<file path="src/rtl/calendar_bcd_sched_pkg.sv">
// cal_pkg: shared types and constants for the calendar date register.
//   state_t    - conversion scheduler states
//   MAX_YEAR   - highest representable year (wraps to 0 after it)
//   MIN_DAY    - first day of every month
//   month_len  - number of days in a month for a given leap flag
package cal_pkg;

  typedef enum logic [1:0] {
    IDLE,
    CONV_YEAR,
    CONV_MONTH,
    CONV_DAY
  } state_t;

  localparam int unsigned MAX_YEAR = 9999;
  localparam logic [4:0] MIN_DAY   = 5'd1;
  localparam logic [4:0] LEN_LONG  = 5'd31;
  localparam logic [4:0] LEN_SHORT = 5'd30;
  localparam logic [4:0] LEN_FEB   = 5'd28;

  function automatic logic [4:0] month_len(input logic [3:0] month, input logic leap_yr);
    case (month)
      4'd2:                    month_len = leap_yr ? LEN_FEB + 5'd1 : LEN_FEB;
      4'd4, 4'd6, 4'd9, 4'd11: month_len = LEN_SHORT;
      default:                 month_len = LEN_LONG;
    endcase
  endfunction

endpackage

</file>
<file path="src/rtl/calendar_bcd_sched_bin2bcd14.sv">
// bin2bcd14: combinational double-dabble binary-to-BCD encoder.
//   i_bin [13:0] - binary value (0..9999 meaningful)
//   o_bcd [15:0] - {thousands, hundreds, tens, units}
module bin2bcd14
  import cal_pkg::*;
(
  input  logic [13:0] i_bin,
  output logic [15:0] o_bcd
);

  always_comb begin
    logic [15:0] w_acc;
    w_acc = '0;
    for (int unsigned i = 0; i < 14; i++) begin
      for (int unsigned d = 0; d < 4; d++) begin
        if (w_acc[4*d +: 4] >= 4'd5) begin
          w_acc[4*d +: 4] = w_acc[4*d +: 4] + 4'd3;
        end
      end
      w_acc = {w_acc[14:0], i_bin[13 - i]};
    end
    o_bcd = w_acc;
  end

endmodule

</file>
<file path="src/rtl/calendar_bcd_sched.sv">
// calendar_bcd_sched: day/month/year register with leap-year rollover and a
// time-shared BCD encoder producing registered display digits.
//   clk, rst               - clock, async active-high reset
//   day_tick               - advance one day
//   set_valid/set_ready    - load handshake for set_day/set_month/set_year
//   set_err                - pulse: load rejected
//   day_bin/month_bin/year_bin - current binary date
//   day_bcd/month_bcd/year_bcd - registered BCD digits
//   leap                   - registered leap flag of year_bin
//   bcd_valid              - BCD outputs and leap match the binary fields
//   tick_lost              - pulse: a day_tick was discarded
module calendar_bcd_sched
  import cal_pkg::*;
#(
  parameter int unsigned YEAR_W   = 14,
  parameter int unsigned RST_YEAR = 2000
) (
  input  logic              clk,
  input  logic              rst,
  input  logic              day_tick,
  input  logic              set_valid,
  output logic              set_ready,
  input  logic [4:0]        set_day,
  input  logic [3:0]        set_month,
  input  logic [YEAR_W-1:0] set_year,
  output logic              set_err,
  output logic [4:0]        day_bin,
  output logic [3:0]        month_bin,
  output logic [YEAR_W-1:0] year_bin,
  output logic [7:0]        day_bcd,
  output logic [7:0]        month_bcd,
  output logic [15:0]       year_bcd,
  output logic              leap,
  output logic              bcd_valid,
  output logic              tick_lost
);

  state_t            r_state, w_state_nxt;
  logic [4:0]        r_day, w_day_nxt;
  logic [3:0]        r_month, w_month_nxt;
  logic [YEAR_W-1:0] r_year, w_year_nxt;
  logic [7:0]        r_day_bcd, r_month_bcd;
  logic [15:0]       r_year_bcd;
  logic              r_leap, r_pending, r_set_err, r_tick_lost;
  logic              w_pending_nxt, w_set_err_nxt, w_tick_lost_nxt, w_advance;
  logic [13:0]       w_enc_in;
  logic [15:0]       w_enc_bcd;
  logic [5:0]        w_cent;
  logic              w_leap_calc, w_set_ok;
  logic [4:0]        w_lim;

  always_comb begin
    case (r_state)
      CONV_YEAR:  w_enc_in = 14'(r_year);
      CONV_MONTH: w_enc_in = {10'd0, r_month};
      default:    w_enc_in = {9'd0, r_day};
    endcase
  end

  bin2bcd14 u_enc (
    .i_bin (w_enc_in),
    .o_bcd (w_enc_bcd)
  );

  // Century years: year/100 mod 4 == (2*thousands + hundreds) mod 4.
  assign w_cent      = {1'b0, w_enc_bcd[15:12], 1'b0} + {2'b00, w_enc_bcd[11:8]};
  assign w_leap_calc = (r_year[1:0] == 2'b00) &&
                       !((w_enc_bcd[7:0] == 8'h00) && (w_cent[1:0] != 2'b00));

  // Feb is checked against 29 here; a non-leap Feb 29 is trimmed in CONV_YEAR.
  assign w_set_ok = (set_month >= 4'd1) && (set_month <= 4'd12) &&
                    (set_day >= MIN_DAY) && (32'(set_year) <= MAX_YEAR) &&
                    (set_day <= month_len(set_month, 1'b1));

  assign w_lim = month_len(r_month, r_leap);

  always_comb begin
    w_state_nxt     = r_state;
    w_day_nxt       = r_day;
    w_month_nxt     = r_month;
    w_year_nxt      = r_year;
    w_pending_nxt   = r_pending;
    w_set_err_nxt   = 1'b0;
    w_tick_lost_nxt = 1'b0;
    w_advance       = 1'b0;

    case (r_state)
      IDLE: begin
        if (r_pending) begin
          w_advance     = 1'b1;
          w_pending_nxt = day_tick;
        end else if (set_valid) begin
          w_tick_lost_nxt = day_tick;
          if (w_set_ok) begin
            w_day_nxt   = set_day;
            w_month_nxt = set_month;
            w_year_nxt  = set_year;
            w_state_nxt = CONV_YEAR;
          end else begin
            w_set_err_nxt = 1'b1;
          end
        end else if (day_tick) begin
          w_advance = 1'b1;
        end
      end
      CONV_YEAR: begin
        w_state_nxt = CONV_MONTH;
        if (!w_leap_calc && (r_month == 4'd2) && (r_day == 5'd29)) begin
          w_day_nxt = 5'd28;
        end
      end
      CONV_MONTH: w_state_nxt = CONV_DAY;
      default:    w_state_nxt = IDLE;
    endcase

    if ((r_state != IDLE) && day_tick) begin
      if (r_pending) w_tick_lost_nxt = 1'b1;
      else           w_pending_nxt   = 1'b1;
    end

    if (w_advance) begin
      w_state_nxt = CONV_YEAR;
      if (r_day < w_lim) begin
        w_day_nxt = r_day + 5'd1;
      end else begin
        w_day_nxt = MIN_DAY;
        if (r_month == 4'd12) begin
          w_month_nxt = 4'd1;
          w_year_nxt  = (r_year == YEAR_W'(MAX_YEAR)) ? '0 : r_year + YEAR_W'(1);
        end else begin
          w_month_nxt = r_month + 4'd1;
        end
      end
    end
  end

  always_ff @(posedge clk or posedge rst) begin
    if (rst) r_state <= CONV_YEAR;
    else     r_state <= w_state_nxt;
  end

  always_ff @(posedge clk or posedge rst) begin
    if (rst) begin
      r_day       <= MIN_DAY;
      r_month     <= 4'd1;
      r_year      <= YEAR_W'(RST_YEAR);
      r_day_bcd   <= '0;
      r_month_bcd <= '0;
      r_year_bcd  <= '0;
      r_leap      <= 1'b0;
      r_pending   <= 1'b0;
      r_set_err   <= 1'b0;
      r_tick_lost <= 1'b0;
    end else begin
      r_day       <= w_day_nxt;
      r_month     <= w_month_nxt;
      r_year      <= w_year_nxt;
      r_pending   <= w_pending_nxt;
      r_set_err   <= w_set_err_nxt;
      r_tick_lost <= w_tick_lost_nxt;
      case (r_state)
        CONV_YEAR: begin
          r_year_bcd <= w_enc_bcd;
          r_leap     <= w_leap_calc;
        end
        CONV_MONTH: r_month_bcd <= w_enc_bcd[7:0];
        CONV_DAY:   r_day_bcd   <= w_enc_bcd[7:0];
        default: ;
      endcase
    end
  end

  assign set_ready = (r_state == IDLE) && !r_pending;
  assign bcd_valid = (r_state == IDLE);
  assign set_err   = r_set_err;
  assign tick_lost = r_tick_lost;
  assign day_bin   = r_day;
  assign month_bin = r_month;
  assign year_bin  = r_year;
  assign day_bcd   = r_day_bcd;
  assign month_bcd = r_month_bcd;
  assign year_bcd  = r_year_bcd;
  assign leap      = r_leap;

endmodule

</file>
<file path="config.mk">
export PLATFORM = sky130hd
export DESIGN_NAME = calendar_bcd_sched
export DESIGN_NICKNAME = d
export VERILOG_FILES = /design/src/rtl/calendar_bcd_sched_pkg.sv /design/src/rtl/calendar_bcd_sched_bin2bcd14.sv /design/src/rtl/calendar_bcd_sched.sv
export SDC_FILE = /design/constraint.sdc
export NUM_CORES = 1
export LEC_CHECK = 0
export ABC_AREA = 1
export CORE_UTILIZATION = 53
export CTS_BUF_LIST = sky130_fd_sc_hd__clkbuf_8 sky130_fd_sc_hd__clkbuf_16
export DETAILED_ROUTE_END_ITERATION = 7
export PLACE_DENSITY = 0.77
export SLEW_MARGIN = 20
export SYNTH_ARGS = -nofsm -noshare
export SYNTH_HDL_FRONTEND = slang
export SYNTH_HIERARCHICAL = 1
export SYNTH_SLANG_ARGS = --single-unit
</file>
<file path="constraint.sdc">
create_clock -name clk -period 23.4 [get_ports clk]
set_input_delay 7.02 -clock clk [delete_from_list [all_inputs] [get_ports clk]]
set_output_delay 7.02 -clock clk [all_outputs]
set_load 0.05 [all_outputs]
</file>
# Word level (Yosys, flattened, before mapping)
# Cells that the tools add are included.
# word_totals
output_inout_bits	60
regBits	61
word_cells	190
input_bits	27
# op_classes
order_cmp	32
mux	74
addsub	30
n_eq_ne	20
n_reduce_logical	23
# ops
op	count
4-bit 2-to-1 mux	31
14-bit 2-to-1 mux	8
4-bit by 3-bit greater-or-equal comparator with 1-bit output, second input constant	22
4-bit by 2-bit adder with 4-bit output, second input constant	21
5-bit 2-to-1 mux	6
14-bit one-hot mux with 2 select lines	1
4-bit equality test, second input constant	5
1-bit 2-to-1 mux	18
4-bit by 3-bit equality test with 1-bit output, second input constant	4
14-bit by 1-bit adder with 14-bit output, second input constant	1
14-bit equality test, second input constant	1
14-bit <= comparator, second input constant	1
3-bit by 2-bit adder with 4-bit output, second input constant	3
3-bit greater-or-equal comparator, second input constant	4
1-bit logical AND	10
5-bit one-hot mux with 2 select lines	1
4-bit by 2-bit equality test with 1-bit output, second input constant	2
8-bit logical NOT	1
2-bit 2-to-1 mux	4
2-bit one-hot mux with 2 select lines	2
4-bit OR reduction	2
3-bit by 2-bit adder with 3-bit output, second input constant	2
3-bit 2-to-1 mux	2
3-bit by 2-bit inequality test with 1-bit output, second input constant	2
other kinds (20)	25

# Depth between registers and ports, before layout
# depth
depth_word	35
mapped_depth	84
mapped_depth_nobuf	82

# By module
# Netlist, hierarchy kept.
# modules_own_cells
module	seq_area_each_um2	n_inst	area_each_um2	cells_each
calendar_bcd_sched	1537.7	1	3952.5	539
bin2bcd14	0.0	1	2631.3	487

# Worst setup path after synthesis
# OpenSTA, ideal clock, no wires.
# synth_timing
path_type	register to output
from	register r_state[1]
to	output set_ready
path_buffers	0
t_arrival_ns	1.661
path_slack_ns	14.719
stages_incl_launch_ff	5
t_required_ns	16.380
path_cell_list	dfrtp_1 -> inv_1 -> ha_1 -> inv_1 -> nor2_2
# synth_via
elab_chain_cells	2
# synth_lines
element	line_no	text
start, declared	calendar_bcd_sched.sv:38	state_t r_state, w_state_nxt;
start signal, assigned	calendar_bcd_sched.sv:139	else r_state <= w_state_nxt;
2-bit logical NOT	-	
net bcd_valid	calendar_bcd_sched.sv:34	output logic bcd_valid,
1-bit logical AND	calendar_bcd_sched.sv:173	assign set_ready = (r_state == IDLE) && !r_pending;
end, declared	calendar_bcd_sched.sv:22	output logic set_ready,
# The timed path passes the listed nets, and every way through them passes these cells.

# Worst setup path in the final report
# layout_timing
from	register r_state[0]
to	register r_day[3], in the netlist day_bin[3]
# layout_via
elab_cells_between_ends	94
classes_between	add/sub (25); order compare (24); eq/ne (6); mux (28); reduce/logical (11)
# layout_rtl
element	line_no	text
2-bit equality test or 2-bit by 1-bit equality test with 1-bit output (tied branches)	calendar_bcd_sched.sv:53	case (r_state)
14-bit one-hot mux with 2 select lines (*)	calendar_bcd_sched.sv:53	
net w_enc_in[12]	calendar_bcd_sched.sv:46	logic [13:0] w_enc_in;
3-bit by 2-bit adder with 4-bit output or 3-bit greater-or-equal comparator (tied branches)	calendar_bcd_sched_bin2bcd14.sv:17, calendar_bcd_sched_bin2bcd14.sv:16	
4-bit 2-to-1 mux (*)	calendar_bcd_sched_bin2bcd14.sv:16	if (w_acc[4*d +: 4] >= 4'd5) begin
4-bit by 2-bit adder with 4-bit output or 4-bit by 3-bit greater-or-equal comparator with 1-bit output (tied branches)	calendar_bcd_sched_bin2bcd14.sv:17, calendar_bcd_sched_bin2bcd14.sv:16	
4-bit 2-to-1 mux	calendar_bcd_sched_bin2bcd14.sv:16	
4-bit by 3-bit greater-or-equal comparator with 1-bit output or 4-bit by 2-bit adder with 4-bit output (tied branches)	calendar_bcd_sched_bin2bcd14.sv:16, calendar_bcd_sched_bin2bcd14.sv:17	
[17 not listed]	-	
net w_enc_bcd[6]	calendar_bcd_sched.sv:47	logic [15:0] w_enc_bcd;
8-bit logical NOT (*)	calendar_bcd_sched.sv:68	!((w_enc_bcd[7:0] == 8'h00) && (w_cent[1:0] != 2'b00));
1-bit logical AND (*)	calendar_bcd_sched.sv:68	
1-bit logical NOT (*)	calendar_bcd_sched.sv:68	
1-bit logical AND (*)	calendar_bcd_sched.sv:67	assign w_leap_calc = (r_year[1:0] == 2'b00) &&
1-bit logical NOT (*)	calendar_bcd_sched.sv:108	if (!w_leap_calc && (r_month == 4'd2) && (r_day == 5'd29)) begin
1-bit logical AND (*) (2 in a row)	calendar_bcd_sched.sv:108	
3-bit inequality test (no line) (*)	-	
5-bit AND reduction (no line) (*)	-	
end signal, assigned	calendar_bcd_sched.sv:155	r_day <= w_day_nxt;
end, declared	calendar_bcd_sched.sv:39	logic [4:0] r_day, w_day_nxt;
# Mark *: on every way through the listed nets, which the timed path passes. The rest lies on a longest branch.
# A chain may end at the register's enable or synchronous reset.

==> flow_summary.yaml <==
status:
  status: "completed"
grt:
  grt_first_pass_wirelength_um: 25300
  grt_max_degree: 62
  grt_pass1_vias: 5959
  grt.total_usage_pct: 23.7
  antenna_found_initial: 0
  grt_remaining_overflow: 0
critical_path:
  slowest_delay_ns: 0.69
  worst-path-max-fanout: 20
  endpoint_kind: "flop"
  arrival_ns: 10.15
  cp_slowest_cell: "ha_1"
  cpMostUsedCell: "nand2_1"
  crit_type: "flop to flop"
  cp.required_ns: 23.62
  startpoint_type: "flop"
timing:
  setup_viol: 0
  rsz0062_at_grt: "no"
  fin_skew_ns: 0.00865
  relSlewSlack_pct: 46.5
  post-route-min-period_ns: 9.93
  slew_viol_final: 0
  setup_slack_ns: 13.47
  hold_viol: 0
  tns_ns: 0
  worst_slew_pin_slew_ns: 0.803
  fin_crit_sh_pct: 42.4
  max_freq_ghz: 0.101
floorplanning:
  io-pin-count: 87
  dieArea_um2: 12900
  core-area_um2: 12100
  die_w_um: 113
  die_h_um: 113
  rows: 40
  initial_utilization_pct: 54.6
placement:
  gp_congestion: 0.911
  portBuffers: 86
  postPlaceCellArea_um2: 7560
  hpwl_um: 11300
  place_ws_ns: 13.54
routing:
  wl_per_cell_um: 11.1
  drtPass1Iterations: 6
  drc: 0
  drt_iter0_markers: 312
  ant_nets: 0
  vias_per_cell: 4.97
  wirelength_um: 14200
  via_count: 6351
yosys:
  synth_seq_cells: 61
  synth_compound_area_share_pct: 5.15
  synthArstFlopShare_pct: 100
  syn-num-nets: 1090
  ys_types: 48
  synthCells: 1026
  ys_warn_count: 6
  synth_top_family_by_area: "simple AND/OR/NAND/NOR gates"
  syn_area_per_cell_um2: 6.42
  synth_mux_area_share_pct: 2.74
  synthSimpleGateAreaFrac_pct: 48.6
  synth_edf_count: 0
  yosysSeqAreaShare_pct: 23.4
  synth_fa_ha_area_share_pct: 7.03
  synth-xor-area-share_pct: 3.04
  synthFlopType: "dfrtp_1"
  syn_area_um2: 6580
finish:
  fin_nets: 1171
  area_growth_pct: 19.6
  final_util_pct: 65.3
  fillers: 1098
  final_cell_mix: "nand2_1 (373), inv_1 (129), nand3_1 (98), clkdlybuf4s50_1 (86), nand2_2 (63)"
  mostFrequentLayoutCell: "nand2_1"
  antenna_cells: 0
  postLayoutCellArea_um2: 7880
  drive_gt1_share_pct: 16.0
clocking:
  clockRootBuffer: "clkbuf_16"
  cts.reportedPaths.clkPinSlew_ns: 0.05
  htree_levels: 3
  tritoncts: "done"
  cts_buffer_depth: 2
  post_cts_buffers: 0
  insertion_delay_ns: 0.34
  cts_inserted_buffers: 9
  clkSinkCount: 61
  ctsResizeCount: 0
  holdBufCountCts: 0
run:
  maxCapViolations: 0
hold_path:
  hold_path.class: "flop to flop"
cell families after synthesis:
family,count (synthesis)
and+or+nand+nor,672
AOI/OAI and AO/OA,52
adders and majority gates,37
DFF,61
xor gates and xnor gates,22
buffers and inverters,166
muxes,16
per-stage QoR:
step                hold WS (ns)  instances
floorplan                  0.495       1026
global placement           0.453       1264
detailed placement         0.459       1264
CTS                        0.472       1279
global route               0.494       1279
finish                     0.467       1279
path summary, 6_finish.rpt:
| kind | slack (ns) | from | end | depth (start not counted) |
|---|---|---|---|---|
| max | 13.47 | r_state[0] | day_bin[3] | 73 |
| min | 0.47 | year_bcd[1] | year_bcd[1] | 2 |
| max reg2reg | 13.47 | r_state[0] | day_bin[3] | 73 |
| min reg2reg | 0.47 | year_bcd[1] | year_bcd[1] | 2 |
| max in group asynchronous | 15.67 | rst | year_bin[1] | 3 |
| min in group asynchronous | 7.24 | rst | year_bcd[0] | 3 |
metal layers:
| metal | up-vias | share of wire, % | GRT usage, % |
|---|---|---|---|
| li1 | 3402 | - | - |
| met1 | 2832 | 47 | 29.5 |
| met4 | 0 | 0.99 | 6.49 |
| met2 | 106 | 48 | 42.1 |
| met5 | - | 0 | 0 |
| met3 | 11 | 4.1 | 4.25 |
flip-flops by register name, summed over array words and instances, names as in the netlist:
| signal | cells |
|---|---|
| r_pending | 1 |
| r_state | 2 |
| month_bin | 4 |
| month_bcd | 8 |
| tick_lost | 1 |
| leap | 1 |
| set_err | 1 |
| day_bin | 5 |
| year_bin | 14 |
| year_bcd | 16 |
| day_bcd | 8 |
worst max-delay path, delay by kind of cell (launching register included):
kind	cells	cell delay, ns
and+or+nand+nor	49	5.93
adders and majority gates	10	2.36
AOI/OAI and AO/OA	2	0.22
DFF	1	0.57
buffers and inverters	12	0.76
area by class of cell:
class                      count  area [µm²]  area share (%)
multi-input combinational    799        4380            55.7
inverter                     149         562            7.13
tap                          168         210            2.67
sequential                    61        1540            19.5
clock inverter                 5        75.1           0.953
timing repair buffer          87         868            11.0
clock buffer                  10         239            3.03
synth_stat cells (2+ instances only):
library cell | instances | area [µm²]
a21oi_1 | 9 | 45.0
and2_4 | 2 | 17.5
buf_2 | 5 | 25.0
buf_4 | 2 | 15.0
clkbuf_1 | 7 | 26.3
dfrtp_1 | 52 | 1300
dfstp_2 | 9 | 236
ha_1 | 37 | 463
inv_1 | 130 | 488
inv_2 | 18 | 67.6
mux2_2 | 16 | 180
nand2_1 | 373 | 1400
nand2_2 | 63 | 394
nand2_4 | 13 | 146
nand3_1 | 98 | 490
nand3_2 | 17 | 170
nand3_4 | 2 | 35.0
nand3b_1 | 5 | 37.5
nand4_1 | 24 | 150
nor2_1 | 51 | 191
nor2_2 | 5 | 31.3
nor3_1 | 8 | 40.0
nor3_2 | 2 | 20.0
nor3_4 | 2 | 32.5
o21ai_0 | 15 | 75.1
o21ai_1 | 10 | 50.1
o21ai_2 | 5 | 43.8
o21ai_4 | 2 | 32.5
o221ai_1 | 4 | 35.0
or2_1 | 3 | 18.8
xnor2_1 | 2 | 17.5
xor2_1 | 19 | 166
Power is not shown: default switching activity piles up to over one toggle a cycle in this logic, so the estimate is an artifact.
